$ cat src/rtl/sad_accum5_pkg.sv
// sad_pkg: shared constants, state encoding and saturating add for the SAD accumulator
package sad_pkg;
  localparam int PIX_W      = 8;
  localparam int SAD_W      = 14;
  localparam int N_CAND     = 5;
  localparam int BLK_PIXELS = 64;
  localparam int CNT_W      = $clog2(BLK_PIXELS + 1);
  typedef enum logic {IDLE, ACCUM} state_t;
  function automatic logic [SAD_W-1:0] sat_add(input logic [SAD_W-1:0] a, input logic [PIX_W-1:0] b);
    logic [SAD_W:0] s;
    s = {1'b0, a} + {{(SAD_W + 1 - PIX_W){1'b0}}, b};
    return s[SAD_W] ? {SAD_W{1'b1}} : s[SAD_W-1:0];
  endfunction
endpackage

$ cat src/rtl/sad_accum5_abs_diff.sv
// abs_diff: combinational unsigned absolute difference of two pixels
module abs_diff
  import sad_pkg::*;
(
  input  logic [PIX_W-1:0] i_a,
  input  logic [PIX_W-1:0] i_b,
  output logic [PIX_W-1:0] o_d
);
  assign o_d = (i_a > i_b) ? i_a - i_b : i_b - i_a;
endmodule

$ cat src/rtl/sad_accum5.sv
// sad_accum5: accumulates five candidate SADs over one block and presents them packed
module sad_accum5
  import sad_pkg::*;
(
  input  logic                      clk,
  input  logic                      rst_n,
  input  logic                      in_valid,
  input  logic                      in_start,
  input  logic [PIX_W-1:0]          cur_pix,
  input  logic [N_CAND*PIX_W-1:0]   ref_pix,
  output logic [N_CAND*SAD_W-1:0]   sad_vec,
  output logic                      sad_valid,
  output logic                      busy,
  output logic                      drop_err,
  output logic                      abort_err
);
  state_t                  r_state, w_next;
  logic [CNT_W-1:0]        r_cnt, w_cnt;
  logic [SAD_W-1:0]        r_acc [N_CAND];
  logic [PIX_W-1:0]        w_term [N_CAND];
  logic [N_CAND*SAD_W-1:0] w_sum, r_sad_vec;
  logic                    w_take, w_done, r_sad_valid, r_drop, r_abort;

  // in_start always loads, so an aborting beat becomes the first beat of the new block
  for (genvar i = 0; i < N_CAND; i++) begin : g_cand
    abs_diff u_ad (.i_a(cur_pix), .i_b(ref_pix[PIX_W*i +: PIX_W]), .o_d(w_term[i]));
    assign w_sum[SAD_W*i +: SAD_W] = in_start ? {{(SAD_W - PIX_W){1'b0}}, w_term[i]}
                                              : sat_add(r_acc[i], w_term[i]);
  end

  always_comb begin
    w_take = in_valid & (in_start | (r_state == ACCUM));
    w_cnt  = in_start ? CNT_W'(1) : r_cnt + CNT_W'(1);
    w_done = w_take & (w_cnt == CNT_W'(BLK_PIXELS));
    w_next = w_take ? (w_done ? IDLE : ACCUM) : r_state;
  end

  always_ff @(posedge clk or negedge rst_n)
    if (!rst_n) r_state <= IDLE;
    else        r_state <= w_next;

  always_ff @(posedge clk or negedge rst_n) begin
    if (!rst_n) begin
      r_cnt       <= '0;
      r_sad_vec   <= '0;
      r_sad_valid <= 1'b0;
      r_drop      <= 1'b0;
      r_abort     <= 1'b0;
      for (int j = 0; j < N_CAND; j++) r_acc[j] <= '0;
    end else begin
      r_sad_valid <= w_done;
      r_drop      <= in_valid & ~in_start & (r_state == IDLE);
      r_abort     <= in_valid & in_start & (r_state == ACCUM);
      if (w_take) r_cnt <= w_done ? '0 : w_cnt;
      if (w_take)
        for (int j = 0; j < N_CAND; j++) r_acc[j] <= w_done ? '0 : w_sum[SAD_W*j +: SAD_W];
      if (w_done) r_sad_vec <= w_sum;
    end
  end

  assign sad_vec   = r_sad_vec;
  assign sad_valid = r_sad_valid;
  assign busy      = (r_state == ACCUM);
  assign drop_err  = r_drop;
  assign abort_err = r_abort;
endmodule

$ cat config.mk
export PLATFORM = sky130hd
export DESIGN_NAME = sad_accum5
export DESIGN_NICKNAME = d
export VERILOG_FILES = /design/src/rtl/sad_accum5_pkg.sv /design/src/rtl/sad_accum5_abs_diff.sv /design/src/rtl/sad_accum5.sv
export SDC_FILE = /design/constraint.sdc
export NUM_CORES = 1
export LEC_CHECK = 0
export CAP_MARGIN = 20
export CORE_MARGIN = 2
export CORE_UTILIZATION = 37
export DETAILED_ROUTE_END_ITERATION = 7
export HOLD_SLACK_MARGIN = 0.06
export PLACE_DENSITY = 0.67
export SYNTH_ARGS = -nofsm -noshare
export SYNTH_HDL_FRONTEND = slang
export SYNTH_SLANG_ARGS = --single-unit
$ cat constraint.sdc
create_clock -name clk -period 4.9 [get_ports clk]
set_input_delay 0.98 -clock clk [delete_from_list [all_inputs] [get_ports clk]]
set_output_delay 0.98 -clock clk [all_outputs]
set_load 0.1 [all_outputs]
==> results.toml, run 1 <==
[run_status]
outcome = "completed"

[sta]
maxClockFrequency_mhz = 208.0
timing.final.max_slew_violations = 0
final_min_period_over_clock_period_pct = 98.11
finalHoldViolations = 0
finalWorstPathRequiredPeriod_ns = 4.808
grt_setup_unrepaired = "yes"
worst_slew_pin_tran_ns = 1.055
clock_skew_ns = 0.008907
final-setup-viol-count = 0
slew_headroom_pct = 29.46

[clocking]
cts.htree.levels = 4
clk_transition_reported_paths_ns = 0.06
ctsLongestPathBuffers = 2
cts-buffers-inserted = 17
clock_sink_total = 151
clock_tree_from_tritoncts = "done"
number_of_hold_repair_buffers_added_at_the_cts_stage = 0
clock_insertion_delay_worst_skew_ns = 0.44
cts.root.buffer_cell = "clkbuf_16"

[pwr]
power_density_mw_per_mm2 = 458.4
power_leakage_nw = 7.752
vdd_drop_max_mv = 0.2087

[cells_and_area]
final_design_area_no_fill_mm2 = 0.01637
num-nets-final = 1941
most-common-layout-cells = "buf_4 (278), nand2_1 (160), dfrtp_1 (151)"
final_common_cell = "buf_4"
number_of_filler_instances_in_the_final_layout = 2949
layout-area-overhead-vs-synth_pct = 36.56
fin_util_pct = 51.61
fraction_of_layout_instances_using_a_drive_strength_above_1_pct = 21.92
antenna_diodes = 0

[yosys]
yosys_reg_bits = 151
syn_area_cell_um2 = 8.531
synthesis.area_mm2 = 0.01199
postSynthNetCount = 1588
synthArstFlopShare_pct = 100.0
yosysWarningCount = 0
synth.yosys.seq_area_share_pct = 31.52
yosys.area.top_type = "dfrtp_1"
postSynth.topFlopCell = "dfrtp_1"
synth_enable_flop_cells = 0
ys_top_cells_by_area = "dfrtp_1 (32%), ha_1 (12%), o21ai_0 (5.7%)"
netlist.area_leader.share_pct = 31.52
synthCells = 1405
number_of_distinct_library_cell_variants_in_the_gate_level_netlist_after_synthesis = 75

[drt]
drt_pass1_iterations = 5
initialDrtViolationCount = 944
routed_via_density = 5.489
vias = 11920
detail_route.drc_violations = 0
drt-wirelength-per-cell_um = 17.09
drt_wl_total_um = 37110
route.antenna.remaining_nets = 0

[global_route]
groute.usage.overall_pct = 21.74
grt_overflow = 0
initial_antenna_violation_count = 0
first_pass_grt_wire_length_um = 58570
grt_start_max_net_pins = 107
grt_pass1_vias = 11340

[job]
maxCapViolCount = 0

[setup_path]
setup.worst_path.start_class = "input pin"
end_kind = "register"
worst_ep_arrival_ns = 5.14
critical_path.max_fanout = 7
crit_required_ns = 5.23
path_class = "input pin to register"

[placement]
dp.final_hpwl_um = 28000
port_buffers = 125
dpl_cell_area_mm2 = 0.01547
gp_routability_congestion = 0.9584

[die]
start_util_pct = 37.79
die_w_um = 184.0
row_count = 65
fp.dieArea_mm2 = 0.03385
design.portCount = 126
coreArea_mm2 = 0.03172
dieHeight_um = 184.0

[min_path]
min_path_type = "register to register"
synth_stat cells (5+ instances only):
library cell / n
o41ai_1: 7
nor2_1: 86
a221oi_1: 6
buf_4: 5
mux2_2: 5
nand2_1: 161
nor3_1: 22
a31o_2: 7
and3_1: 15
a2bb2oi_1: 6
o21a_1: 18
nand3_1: 19
nand4_1: 15
nand2b_1: 11
clkbuf_1: 30
xor2_1: 31
a211oi_1: 17
xnor2_1: 33
nor2b_1: 5
o21ai_0: 137
a22o_1: 15
a31oi_1: 30
a21oi_1: 110
and2_1: 11
o22ai_1: 5
a21o_1: 47
o211ai_1: 7
buf_2: 30
and4_1: 7
ha_1: 116
inv_1: 93
mux2i_1: 31
fa_1: 15
o31ai_1: 18
nand3b_1: 8
dfrtp_1: 151
o21ai_1: 5
flip-flops by register name, indices dropped and copies added (netlist names):
signal / flops
r_acc: 70
sad_valid: 1
r_cnt: 7
abort_err: 1
sad_vec: 70
drop_err: 1
busy: 1
area by class of cell:
cell class / count / area (um2) / share of cell area, %
multi-input combinational: 1091 / 7811 / 47.72
sequential: 151 / 3779 / 23.09
timing repair buffer: 404 / 3354 / 20.49
tap: 402 / 503.0 / 3.073
clock buffer: 18 / 439.2 / 2.683
inverter: 93 / 349.1 / 2.133
clock inverter: 13 / 132.6 / 0.8103
per-stage QoR:
stage          TNS [ns]  cells  power [mW]  hold slack [ns]  setup slack (ns)
6_report              0   2172       7.504           0.4689           0.09243
5_1_grt         -0.1651   2172       7.977           0.4995          -0.08455
4_1_cts               0   2165       7.271           0.4742           0.01225
3_5_place_dp     -36.84   2134       5.938           0.4606           -0.5733
3_3_place_gp     -26.11   2134       5.835           0.4512           -0.4007
2_1_floorplan         0   1405       4.292           0.4453            0.3167
kinds of logic (layout without fill, tap and decap cells):
family,Yosys count,count (layout),share of synthesized area [%]
XOR/XNOR,64,64,4.676
buffers and inverters,163,528,5.710
AND/OR/NAND/NOR,381,381,14.87
flip-flops,151,151,31.52
multiplexers,36,36,3.058
adder cells (fa/ha/maj),131,131,14.61
AO/OA/AOI/OAI,479,479,25.54
path summary, 6_finish.rpt:
path | start | to | slack (ns) | cells past startpoint
min reg2reg | sad_vec[51] | sad_vec[51] | 0.47 | 2
max | cur_pix[0] | r_acc[30] | 0.09 | 19
min | sad_vec[51] | sad_vec[51] | 0.47 | 2
max in group asynchronous | rst_n | sad_vec[64] | 3.32 | 2
min in group asynchronous | rst_n | sad_vec[53] | 0.68 | 1
max reg2reg | r_cnt[0] | r_acc[67] | 1.62 | 8
worst max-delay path, cell delays in order:
cell and delay (ns):
clkdlybuf4s50_1 0.44, inv_2 0.10, ha_1 0.17, inv_1 0.06, fa_1 0.41, a211oi_2 0.23, o31ai_2 0.12, o21a_2 0.31
nor4_2 0.28, a21oi_1 0.09, xor2_1 0.28, ha_1 0.30, a21o_1 0.19, a2111oi_2 0.39, nor4_4 0.13, buf_4 0.16
nor3_1 0.23, a2bb2oi_1 0.20, nor2_1 0.06
repair_timing:
action,CTS,global route
setup endpoints to repair,7,108
resized for setup,4,55
setup buffers,0,7
pin swaps,1,16
routing by layer:
| layer | up-vias | track usage (%) | part of all wire, % | wire length (um) |
|---|---|---|---|---|
| met4 | 0 | 6.944 | 2.2 | 799 |
| li1 | 5750 | - | - | - |
| met1 | 5734 | 30.80 | 47 | 17590 |
| met3 | 57 | 3.764 | 5.3 | 1949 |
| met5 | - | 0 | 0 | 0 |
| met2 | 382 | 33.65 | 45 | 16770 |
power breakdown:
| part | total [mW] | switching, mW | internal, mW | leakage (nW) |
|---|---|---|---|---|
| registers | 1.71 | 0.216 | 1.50 | 2.01 |
| clock network | 1.30 | 0.545 | 0.755 | 0.273 |
| logic | 4.49 | 2.46 | 2.03 | 5.47 |
Power figures use the tool's default switching activity.
==> inputs of run 2 (changes only) <==
CORE_ASPECT_RATIO = 1.1   (was unset)
CORE_UTILIZATION = 30   (was 37)
PLACE_DENSITY = 0.59   (was 0.67)
==> run 2 against run 1 <==
Net effect: sequential share of layout area shrank 0.25 points; first-iteration DRC count fell by 21%; clock-buffer cell count rose by 1; total power grew 0.70%; non-clock buffer count unchanged; combinational power fell by 2%; critical endpoint is now r_acc[31]; largest power group unchanged; highest routed layer unchanged.
==> results.toml, run 2 (synthesis results as in run 1) <==
[sta]
worst_slew_pin_tran_ns = 1.038
final-setup-viol-count = 0
final_min_period_over_clock_period_pct = 97.93
finalHoldViolations = 0
slew_headroom_pct = 30.77
maxClockFrequency_mhz = 208.4
grt_setup_unrepaired = "yes"
clock_skew_ns = 0.01124
finalWorstPathRequiredPeriod_ns = 4.798
timing.final.max_slew_violations = 0
hold-worst-slack_ns = 0.4733

[setup_path]
worst_ep_arrival_ns = 5.14
critical_path.max_fanout = 5
worst-r2r-setup-slack_ns = 1.61
worstRegToRegCells = 9
end_kind = "register"
reg2reg_to = "r_acc[11]"
setup.worst_path.start_class = "input pin"
r2r_start = "r_cnt[0]"
path_class = "input pin to register"
crit_required_ns = 5.24

[die]
design.portCount = 126
fp.dieArea_mm2 = 0.04157
row_count = 76
start_util_pct = 30.52
die_w_um = 194.6
dieHeight_um = 213.6
coreArea_mm2 = 0.03927

[drt]
drt-wirelength-per-cell_um = 16.51
drt_pass1_iterations = 6
routed_via_density = 5.059
route.antenna.remaining_nets = 0
drt_wl_total_um = 37600
detail_route.drc_violations = 0
vias = 11530
initialDrtViolationCount = 744

[cells_and_area]
final_common_cell = "buf_4"
sequential_cell_area_mm2 = 0.003779
antenna_diodes = 0
num-nets-final = 1941
number_of_filler_instances_in_the_final_layout = 3905
fraction_of_layout_instances_using_a_drive_strength_above_1_pct = 21.40
fin_util_pct = 42.14
area_used_by_multi_input_combinational_logic_mm2 = 0.007764
layout-area-overhead-vs-synth_pct = 38.07
most-common-layout-cells = "buf_4 (276), nand2_1 (160), dfrtp_1 (151)"

[global_route]
grt_use_met1_pct = 25.21
global_route.usage.met3_pct = 2.391
grt_overflow = 0
first_pass_grt_wire_length_um = 60040
gr-max-usage-layer = "met2"
grt_start_max_net_pins = 106
initial_antenna_violation_count = 0
groute.usage.overall_pct = 18.08
grt_pass1_vias = 11450
met2_usage_pct = 29.44

[pwr]
logic_gate_share_of_total_power_pct = 58.3
clockPowerShare_pct = 19.1
power_leakage_nw = 7.833
power.switching_fraction_pct = 41.98
cell_internal_pwr_mw = 4.384
seqPwrFrac_pct = 22.6
vdd_drop_max_mv = 0.2056
total_switching_power_mw = 3.172
power_density_mw_per_mm2 = 456.6

[clocking]
cts-buffers-inserted = 17
ctsLongestPathBuffers = 2
clock_sink_total = 151
cts.root.buffer_cell = "clkbuf_16"
number_of_hold_repair_buffers_added_at_the_cts_stage = 0
clock_insertion_delay_worst_skew_ns = 0.44
cts.htree.levels = 4
clk_transition_reported_paths_ns = 0.07
clock_tree_from_tritoncts = "done"

[placement]
dp.final_hpwl_um = 28840
port_buffers = 125
gp_routability_congestion = 0.9167

[min_path]
hold-path-endpoint = "sad_vec[19]"
hp-start = "sad_vec[19]"
hold_depth = 2
min_path_type = "register to register"

[job]
maxCapViolCount = 0

[run_status]
outcome = "completed"
run 2: changes by cell type in the layout (fill, tap and decap cells not counted), moves of 3 or more:
cell,previous run,this run
clkdlybuf4s50_1,123,120
clkinv_2,5,1
o31ai_2,4,1
dlymetal6s2s_1,0,3
run 2: layer usage:
metal	wire, um	up-vias
met4	586	0
met5	0	-
met3	1328	38
met2	17130	259
li1	-	5751
met1	18560	5477
run 2: repair_timing:
action | 4_1_cts | 5_1_grt
resized for setup | 4 | 50
endpoints found under the setup margin | 21 | 99
setup buffers | 0 | 4
hold endpoints to repair | 0 | 0
pin swaps | 0 | 14
cloned | 0 | 0
run 2: power groups by stage:
stage | clock network [mW] | registers [mW] | logic, mW
final | 1.44 | 1.71 | 4.40
after global routing | 1.52 | 1.74 | 4.81
after CTS | 1.47 | 1.71 | 4.23
after detailed placement | 0 | 1.73 | 4.20
after global placement | 0 | 1.72 | 4.12
after floorplan | 0 | 2.15 | 2.15
run 2: area by class of cell:
class / count / area share (%)
flip-flops and latches: 151 / 22.83
repair buffers: 404 / 20.41
clock buffers: 19 / 2.737
clock inverters: 13 / 1.164
well taps: 507 / 3.833
multi-input cells: 1091 / 46.91
inverters: 93 / 2.109
run 2: worst max path at each step:
stage	start	depth (start not counted)	to
final	cur_pix[5]	17	r_acc[31]
after global routing	cur_pix[5]	17	r_acc[31]
after CTS	cur_pix[0]	20	sad_vec[40]
after detailed placement	cur_pix[0]	19	r_acc[30]
after global placement	cur_pix[0]	19	r_acc[34]
after floorplan	cur_pix[0]	18	r_acc[36]
run 2: per-stage QoR:
stage	TNS [ns]	total power, mW	area (um2)	cells	setup slack, ns
2_1_floorplan	0	4.292	11990	1405	0.3167
3_3_place_gp	-31.69	5.843	15640	2242	-0.4059
3_5_place_dp	-46.77	5.923	15640	2242	-0.6589
4_1_cts	-0.01994	7.408	16290	2274	-0.01994
5_1_grt	-0.5548	8.078	16550	2278	-0.09685
6_report	0	7.556	16550	2278	0.1015
run 2: worst max-delay path: stages:
cell and delay, ns:
clkdlybuf4s50_1 0.49, inv_1 0.14, ha_1 0.40, a21oi_1 0.35, o31ai_4 0.15, o21a_2 0.28
nor4_4 0.25, a21oi_1 0.09, xor2_1 0.37, ha_1 0.33, a21o_1 0.20, a2111oi_4 0.36
nor4_4 0.11, buf_4 0.17, nor3_1 0.22, o21ai_0 0.12, o21a_1 0.12
==> inputs of run 3 (changes only) <==
GPL_TIMING_DRIVEN = 0   (was unset)
==> run 3 against run 2 <==
Net effect: sequential share of layout area up 2.0 points; maximum frequency up 0.53%; worst hold slack worse by 0.058 ns; largest cell class unchanged; register-to-register slack better by 0.40 ns; largest power group unchanged; critical path depth up 1.
==> results.toml, run 3 (synthesis results as in run 1) <==
[global_route]
initial_antenna_violation_count = 0
groute.usage.overall_pct = 19.09
grt_pass1_vias = 10980
grt_overflow = 0
grt_start_max_net_pins = 115
first_pass_grt_wire_length_um = 61630

[pwr]
clockPowerShare_pct = 19.9
seqPwrFrac_pct = 23.8
logic_gate_share_of_total_power_pct = 56.3
power_density_mw_per_mm2 = 466.9
fin_total_pwr_mw = 7.099
total_switching_power_mw = 3.244
power_leakage_nw = 6.800
power.switching_fraction_pct = 45.71
cell_internal_pwr_mw = 3.854
vdd_drop_max_mv = 0.3182

[die]
row_count = 76
dieHeight_um = 213.6
design.portCount = 126
fp.dieArea_mm2 = 0.04157
die_w_um = 194.6
start_util_pct = 30.52
coreArea_mm2 = 0.03927

[cells_and_area]
num-nets-final = 1756
final_common_cell = "nand2_1"
layout-area-overhead-vs-synth_pct = 26.83
fraction_of_layout_instances_using_a_drive_strength_above_1_pct = 12.99
number_of_filler_instances_in_the_final_layout = 3982
instances_no_fill = 2093
most-common-layout-cells = "nand2_1 (160), dfrtp_1 (151), o21ai_0 (127)"
antenna_diodes = 0
fin_util_pct = 38.71

[setup_path]
cp.buffers_inverters = 4
cpLargestDelayFamily = "compound AO/OA/AOI/OAI gates"
critical-path-slowest-cell = "a2111oi_4"
worst_ep_arrival_ns = 5.10
cpPeakStageDelay_ns = 0.34
crit_required_ns = 5.23
setup.worst_path.start_class = "input pin"
worst_path_most_repeated_cell = "a21oi_1"
end_kind = "register"
critical_path.max_fanout = 9
path_class = "input pin to register"
cp_cell_instances = "clkdlybuf4s15_2 > inv_1 > ha_1 > buf_2 > a21oi_1 > o31ai_4 > o21a_2 > nor4_1 > a21oi_1 > xor2_2 > ha_4 > a21o_1 > a2111oi_4 > nor4_4 > buf_4 > nor3_2 > o21ai_0 > o21a_1"

[drt]
drt_wl_total_um = 40400
drt-wirelength-per-cell_um = 19.30
detail_route.drc_violations = 0
route.antenna.remaining_nets = 0
vias = 11300
routed_via_density = 5.397
initialDrtViolationCount = 878
drt_pass1_iterations = 5

[clocking]
clock_insertion_delay_worst_skew_ns = 0.43
clk_transition_reported_paths_ns = 0.06
clock_tree_from_tritoncts = "done"
ctsLongestPathBuffers = 2
cts.root.buffer_cell = "clkbuf_16"
cts-buffers-inserted = 17
cts.htree.levels = 4
clock_sink_total = 151

[sta]
final-setup-viol-count = 0
finalWorstPathRequiredPeriod_ns = 4.773
final_min_period_over_clock_period_pct = 97.41
hold-worst-slack_ns = 0.4154
finalHoldViolations = 0
clock_skew_ns = 0.008930
timing.final.max_slew_violations = 0
maxClockFrequency_mhz = 209.5
worst_slew_pin_tran_ns = 1.039
setup_slack_ns = 0.1267
slew_headroom_pct = 30.54

[min_path]
min_path_type = "input pin to asynchronous set/reset pin"

[placement]
numPlacedInstances = 2037
port_buffers = 124
dp.final_hpwl_um = 30750
gp_routability_congestion = 0.8974
pre_cts_slack_ns = -1.929

[job]
maxCapViolCount = 0

[run_status]
outcome = "completed"
[run 3: final timing paths]
path                        startpoint     endpoint  slack, ns  depth (start not counted)
min in group clk           sad_vec[51]  sad_vec[51]       0.47                          2
hold / removal                   rst_n  sad_vec[43]       0.42                          1
setup / recovery            cur_pix[5]    r_acc[34]       0.13                         18
setup reg to reg              r_cnt[0]    r_acc[27]       2.01                         10
max in group asynchronous        rst_n    r_acc[53]       3.59                          2
hold reg to reg            sad_vec[51]  sad_vec[51]       0.47                          2
[run 3: metrics by stage]
stage                     setup TNS [ns]  instance area (um2)
after floorplan                        0                11990
after global placement           -725.37                13860
after detailed placement         -186.07                13890
after CTS                              0                14840
after global routing            -0.05423                15200
final                                  0                15200
[run 3: metal layers]
layer  track usage, %  wire, um
met4            7.905      1332
met2            31.63     18770
met1            25.42     18400
met5                0         0
met3            2.249      1889
[run 3: cell type report]
| class | instances | area (um2) | share of cell area (%) |
|---|---|---|---|
| multi-input cells | 1091 | 7994 | 52.58 |
| flip-flops and latches | 151 | 3779 | 24.86 |
| repair buffers | 153 | 1480 | 9.737 |
| well taps | 507 | 634.4 | 4.173 |
| clock buffers | 20 | 456.7 | 3.004 |
| inverters | 93 | 359.1 | 2.362 |
| plain buffers | 66 | 334.1 | 2.198 |
| clock inverters | 12 | 165.2 | 1.086 |
[run 3: power groups by stage]
stage,clock (mW),combinational (mW),sequential (mW)
global route,1.48,4.33,1.72
floorplan,0,2.15,2.15
finish,1.41,3.99,1.69
CTS,1.43,3.67,1.68
global placement,0,3.41,1.70
detailed placement,0,3.46,1.71
[run 3: what timing repair did]
item | 4_1_cts | 5_1_grt
hold buffers | 0 | 0
endpoints found under the hold margin | 0 | 0
setup endpoints to repair | 140 | 125
gates resized for setup | 68 | 73
buffers inserted | 16 | 12
pin swaps | 8 | 17
gates cloned | 0 | 0
